--- src/rtl/bit_serial_adder.sv ---
// Bit-serial adder: one full-adder cell, LSB first.
// Operands and result move over valid/ready handshakes.
`timescale 1ns/1ps

module full_adder1 (
  input  logic a,
  input  logic b,
  input  logic c,
  output logic s,
  output logic co
);

  assign s  = a ^ b ^ c;
  assign co = (a & b) | (c & (a ^ b));

endmodule

module bit_serial_adder #(
  parameter int WIDTH = 8
) (
  input  logic             clk,
  input  logic             rst_n,
  input  logic             in_valid,
  output logic             in_ready,
  input  logic [WIDTH-1:0] a,
  input  logic [WIDTH-1:0] b,
  input  logic             cin,
  output logic             out_valid,
  input  logic             out_ready,
  output logic [WIDTH-1:0] sum,
  output logic             cout,
  output logic             busy
);

  localparam int CW = $clog2(WIDTH);
  localparam logic [CW-1:0] LAST = CW'(WIDTH - 1);

  typedef enum logic [1:0] {
    IDLE = 2'd0,
    RUN  = 2'd1,
    DONE = 2'd2
  } state_t;

  state_t state_q;
  state_t state_d;

  logic [WIDTH-1:0] a_sh;
  logic [WIDTH-1:0] b_sh;
  logic [WIDTH-1:0] sum_sh;
  logic             carry_q;
  logic [CW-1:0]    cnt;
  logic             fa_sum;
  logic             fa_carry;
  logic             last;

  assign last = (cnt == LAST);

  full_adder1 u_fa (
    .a  (a_sh[0]),
    .b  (b_sh[0]),
    .c  (carry_q),
    .s  (fa_sum),
    .co (fa_carry)
  );

  // FSM state register.
  always_ff @(posedge clk or negedge rst_n) begin
    if (!rst_n) state_q <= IDLE;
    else        state_q <= state_d;
  end

  // Next state and handshake outputs.
  always_comb begin
    state_d   = state_q;
    in_ready  = 1'b0;
    out_valid = 1'b0;
    busy      = 1'b0;
    unique case (state_q)
      IDLE: begin
        in_ready = 1'b1;
        if (in_valid) state_d = RUN;
      end
      RUN: begin
        busy = 1'b1;
        if (last) state_d = DONE;
      end
      DONE: begin
        busy      = 1'b1;
        out_valid = 1'b1;
        if (out_ready) state_d = IDLE;
      end
      default: state_d = IDLE;
    endcase
  end

  // Operand load, then one bit per clock into sum_sh.
  always_ff @(posedge clk or negedge rst_n) begin
    if (!rst_n) begin
      a_sh    <= '0;
      b_sh    <= '0;
      sum_sh  <= '0;
      carry_q <= 1'b0;
      cnt     <= '0;
    end else begin
      unique case (state_q)
        IDLE: begin
          if (in_valid) begin
            a_sh    <= a;
            b_sh    <= b;
            carry_q <= cin;
            cnt     <= '0;
          end
        end
        RUN: begin
          sum_sh  <= {fa_sum, sum_sh[WIDTH-1:1]};
          carry_q <= fa_carry;
          a_sh    <= {1'b0, a_sh[WIDTH-1:1]};
          b_sh    <= {1'b0, b_sh[WIDTH-1:1]};
          cnt     <= cnt + 1'b1;
        end
        default: begin
        end
      endcase
    end
  end

  assign sum  = sum_sh;
  assign cout = carry_q;

endmodule

--- config.mk ---
export PLATFORM = sky130hd
export DESIGN_NAME = bit_serial_adder
export DESIGN_NICKNAME = d
export VERILOG_FILES = /design/src/rtl/bit_serial_adder.sv
export SDC_FILE = /design/constraint.sdc
export NUM_CORES = 1
export LEC_CHECK = 0
export ABC_CLOCK_PERIOD_IN_PS = 2800
export BUFFER_PORTS_ARGS = -buffer_cell sky130_fd_sc_hd__buf_2
export CAP_MARGIN = 30
export CORE_MARGIN = 2
export CORE_UTILIZATION = 35
export DETAILED_ROUTE_END_ITERATION = 10
export PLACE_DENSITY = 0.58
export SETUP_SLACK_MARGIN = 0.4
export SLEW_MARGIN = 25
export SYNTH_ARGS = -nofsm -noshare
export SYNTH_HDL_FRONTEND = slang
export SYNTH_SLANG_ARGS = --single-unit
--- constraint.sdc ---
create_clock -name clk -period 2.8 [get_ports clk]
set_input_delay 0.14 -clock clk [delete_from_list [all_inputs] [get_ports clk]]
set_output_delay 0.14 -clock clk [all_outputs]
set_load 0.05 [all_outputs]
Word-level counts from Yosys, hierarchy flattened
Index checks and enable logic that the tools add are counted.

$mul: 0. Add/sub/neg operators: 1. Muxes and demuxes: 15. Div/mod/pow operators: 0. Magnitude comparators: 0. Equality and inequality tests: 6. Bitwise logic cells: 5. Reductions and logical operators: 5. Shift-type cells: 0.

Operators by type and width (count): case mux 8 bit (2 select lines) (2); two-way mux 8 bit (2); two-way mux 2 bit (3); != test 2 bit (second input constant) (3); case mux 2 bit (3 select lines) (1); case mux 3 bit (2 select lines) (1); two-way mux 1 bit (4); adder 3 x 1 -> 3 bit (second input constant) (1); == test 3 bit (second input constant) (1); two-way mux 3 bit (1); AND reduction 3 bit (1); bitwise AND 1 bit (2); == test 2 x 1 -> 1 bit (second input constant) (1); == test 2 bit (second input constant) (1); logical NOT 2 bit (1); case mux 1 bit (2 select lines) (1); AND reduction 2 bit (1); nonzero test 2 bit (1); OR reduction 2 bit (1); bitwise XOR 1 bit (2); OR 1 bit (1).

Bits of input ports: 21. Bits in read-only memories: 0. Logic and storage cells: 38. Output and inout port bits: 12. RAM bits: 0. Bits in latches: 0. Flip-flop bits (word level): 30. Memories: 0.

Longest topological paths before layout
Depth in word-level cells: 4. Mapped depth: 7. Mapped depth without buffers: 5.

Cells and area by module
A second synthesis with hierarchy kept.

Cells, all modules: 119. Area, all modules: 1485.2 um^2.

By module, submodules not included: bit_serial_adder (cells an instance 118, sequential area each 750.7 um^2, area an instance 1465.2 um^2, times used 1); full_adder1 (cells an instance 1, sequential area each 0.0 um^2, area an instance 20.0 um^2, times used 1).

Worst setup path before layout
OpenSTA, ideal clock, no wires.

Path kind: register to register. From: reg state_q[0]. To: reg state_q[0]. Data arrival time: 1.763 ns. Data required time: 2.675 ns. Slack: 0.912 ns. Path buffers: 0. Cell stages (with the launch flop): 6. Period minus slack after synthesis: 1.888 ns. Setup time: 0.125 ns. Cell sequence: dfrtp_1 inv_1 ha_1 nand2b_1 o221ai_2 mux2_2.

Word-level cells in the longest chain between the ends: 3. Elaborated cells on any way between the ends: 8. Classes of those cells: 5 x eq/ne; 1 x mux; 2 x reduce/logical.

RTL lines: start, declared (line 44) `state_t state_q;`; start signal, assigned (line 69) `else state_q <= state_d;`; == test 2 x 1 -> 1 bit, or another cell as far along (line 78) `unique case (state_q)`; != test 2 bit (no line); AND reduction 3 bit (no line).

Several ways; a longest one is shown, not always the timed one. A chain may end at the register's enable or synchronous reset.

Worst setup path in the final report
From: reg state_q[1]. To: reg cnt[2].

Word-level cells in the longest chain between the ends: 3. Elaborated cells on any way between the ends: 6. Classes of those cells: 2 x eq/ne; 1 x mux; 3 x reduce/logical.

RTL lines: == test 2 x 1 -> 1 bit / logical NOT 2 bit (equally long branches) (line 105) `unique case (state_q)`; nonzero test 2 bit (no line) / != test 2 bit (equally long branches); AND reduction 2 bit (no line); end signal, assigned (line 119) `cnt <= cnt + 1'b1;`; end, declared (line 51) `logic [CW-1:0] cnt;`.

Several ways; a longest one is shown, not always the timed one.

==> results_dict.tcl <==
set metrics [dict create \
    viasPerCell 4.77 \
    crit_buf_inv 3 \
    grt_pass1_vias 979 \
    fp.dieH_um 67.8 \
    seq_cells_post_synth 30 \
    route.detailed.drc 0 \
    rr_startpoint "state_q[1]" \
    placed_cells_incl_taps 196 \
    cts_hold_buffers 1 \
    cts-buffers-inserted 5 \
    overflow 0 \
    cap_viol_max_count 0 \
    finish.cell_count_without_fillers 205 \
    sum_of_met3_wire_segment_lengths_after_detailed_routing_um 166 \
    xor_and_xnor_fraction_of_the_mapped_netlist_area_pct 0 \
    num-nets-final 182 \
    final_layout_size_suffix_gt1_share_pct 34.8 \
    holdCritPathClass "input pin to register" \
    path_delay_family "buffers and inverters" \
    highest_layer "met4" \
    proportion_of_synthesized_chip_area_in_sequential_cells_pct 52.7 \
    clk-insertion-delay-late_ps 280 \
    timing_max_transition_violations_final 0 \
    yosys.area.top_type_share_pct 52.7 \
    synth_area_in_simple_gates_pct 5.62 \
    dp_hpwl_um 1780 \
    clock_h_tree_levels 2 \
    antenna_cells_inserted 0 \
    clock_tree_from_tritoncts "built" \
    mappedNetlistNets 146 \
    starting_drc_count_in_detailed_routing 26 \
    critical_path.cell_chain "inv_1 > ha_1 > buf_4 > mux2i_2 > buf_4 > a32o_1" \
    detail_route.wirelength_um 2490 \
    critical-path-top-cell-by-count "sky130_fd_sc_hd__buf_4" \
    multi_input_logic_area_um2 594 \
    maxSlewHeadroom_pct 55.9 \
    maxClockFrequency_ghz 0.574 \
    postCtsResizedCells 0 \
    synth.mux.area_fraction_pct 19.4 \
    port-buffer-count 32 \
    critPathLaunchType "register" \
    hold_path_startpoint "b[1]" \
    timing.critical_path.required_ps 2970 \
    final.setup.tns_ps 0 \
    synth.distinct_cells 18 \
    run_status "complete, no violations" \
    crit_path_end_kind "register" \
    synth-compound-area-share_pct 10.0 \
    final-hold-violation-count 0 \
    maximum_buffer_depth_of_the_clock_tree 2 \
    die_area_um2 4600 \
    worst-slew-pin-transition_ps 661 \
    dieWidth_um 67.8 \
    detailroute.via_count 977 \
    fin_crit_ps 1740 \
    total_of_endpoints_with_negative_setup_slack_in_the_final_report 0 \
    setup.worst_path.start "state_q[1]" \
    routabilityCongestion 0.712 \
    areaGrowthSynthToFinish_pct 21.0 \
    post-cts-setup-buffer-count 0 \
    yosys_warnings 0 \
    worst-endpoint-arrival_ps 1920 \
    drt_pass1_iterations 4 \
    design.core.area_um2 3970 \
    rsz0062_at_grt "no" \
    power.ir.vdd_worst_uv 965 \
    clock_sinks 30 \
    grt_start_max_net_pins 34 \
    ys_top_cells_by_area "sky130_fd_sc_hd__dfrtp_1 (53%), sky130_fd_sc_hd__mux2i_1 (11%), sky130_fd_sc_hd__mux2_2 (7.9%)" \
    leakagePower_nw 0.829 \
    drt.antenna.violating_nets 0 \
    final.fill_count 400 \
    initial_core_util_pct 35.9 \
    main_combinational_cell_family_by_area_after_synthesis "multiplexers" \
    period_share_pct 62.3 \
    crit_path_max_fanout 33 \
    grt_pass1_wl_um 4330 \
    grt.total_usage_pct 13.1 \
    placement_rows 23 \
    number_of_antenna_violations_at_the_first_check_in_global_routing 0 \
    wl_per_cell_um 12.1 \
    fin_skew_ps 2.33 \
    design_power_total_mw 2.34 \
    timing.setup.critical_path_class "register to register" \
    io_pins 33 \
    slowest_delay_ps 400 \
    m1WireLength_um 1120 \
    avg_cell_area_syn_um2 12.1 \
    cell_type_with_the_largest_total_area_after_synthesis "sky130_fd_sc_hd__dfrtp_1" \
    cp_slowest_cell "sky130_fd_sc_hd__dfrtp_1" \
    synthesis.instances 118 \
    area.sequential_um2 751 \
    pwr_density_cell_nw_per_um2 1360 \
    clkTransAtPathRegs_ps 60 \
    mappedNetlistArea_um2 1430 \
    detailroute.wirelength.met2_um 1110 \
    root_buffer "sky130_fd_sc_hd__clkbuf_8" \
    synth_adder_area_share_pct 6.67 \
]
==> report_power, final <==
group	internal, mW	switching [mW]	leakage, nW
clock	0.261	0.164	0.0579
sequential	0.645	0.120	0.373
combinational	0.415	0.733	0.398
total	1.32	1.02	0.829
==> cells in the final DEF, fill, tap and decap left out, drive strengths merged, types with 5 or more instances in the layout <==
master / instances
mux2: 10
o21ai: 18
clkbuf: 5
buf: 34
mux2i: 16
dfrtp: 30
inv: 6
nand2: 17
ha: 6
==> cells by family (layout without fill, tap and decap cells) <==
logic type	Yosys count	in the layout
and+or+nand+nor	20	20
AOI/OAI and AO/OA	23	23
buffers and inverters	12	49
muxes	26	26
DFF	30	30
adders and majority gates	7	7
==> metrics by stage <==
| step | hold slack (ps) | util, % | worst slack, ps | cell area (um2) |
|---|---|---|---|---|
| finish | 140 | 43.4 | 1060 | 1720 |
| global route | 161 | 43.4 | 954 | 1720 |
| CTS | 139 | 43.4 | 1050 | 1720 |
| detailed placement | 216 | 40.4 | 1060 | 1610 |
| global placement | 197 | 40.4 | 1130 | 1610 |
| floorplan | -156 | - | 912 | 1430 |
==> routing by layer <==
metal | GRT usage (%) | vias up
li1 | - | 485
met1 | 15.7 | 452
met3 | 4.28 | 9
met2 | 19.6 | 31
met4 | 9.25 | 0
met5 | 0 | -
==> cell usage after synthesis <==
library cell,n
sky130_fd_sc_hd__inv_1,6
sky130_fd_sc_hd__buf_2,1
sky130_fd_sc_hd__a32o_1,2
sky130_fd_sc_hd__buf_6,4
sky130_fd_sc_hd__o21ai_1,5
sky130_fd_sc_hd__o21ai_0,13
sky130_fd_sc_hd__mux2_2,10
sky130_fd_sc_hd__o221ai_2,1
sky130_fd_sc_hd__mux2i_1,15
sky130_fd_sc_hd__nand3_1,2
sky130_fd_sc_hd__dfrtp_1,30
sky130_fd_sc_hd__nand2b_1,1
sky130_fd_sc_hd__o2bb2ai_1,2
sky130_fd_sc_hd__nand2_1,17
sky130_fd_sc_hd__mux2i_2,1
sky130_fd_sc_hd__fa_1,1
sky130_fd_sc_hd__ha_1,6
sky130_fd_sc_hd__buf_4,1
==> area by class of cell <==
| class | count | area share [%] |
|---|---|---|
| sequential | 30 | 43.5 |
| multi-input combinational | 76 | 34.5 |
| timing repair buffer | 35 | 10.7 |
| clock buffer | 5 | 3.99 |
| tap | 50 | 3.63 |
| clock inverter | 3 | 2.32 |
| inverter | 6 | 1.31 |
==> flip-flops by register name, summed over array words and instances (netlist names) <==
signal,count
a_sh,8
b_sh,8
sum,8
cnt,3
state_q,2
cout,1
==> path summary, 6_finish.rpt <==
kind	endpoint	slack, ps	cells after the start
max	cnt[2]	1060	6
min	b_sh[1]	140	3
max reg2reg	cnt[2]	1060	6
min reg2reg	a_sh[6]	480	2
max in group asynchronous	b_sh[5]	1950	2
min in group asynchronous	cout	430	2
==> worst reg2reg max path: cells and delay by family (launching register included) <==
family,cells,cell delay [ps]
compound gates,1,230
fa+ha+maj,1,170
buf+inv,3,700
flops,1,400
mux,1,140
No activity file was read; power rests on OpenSTA's default activity.
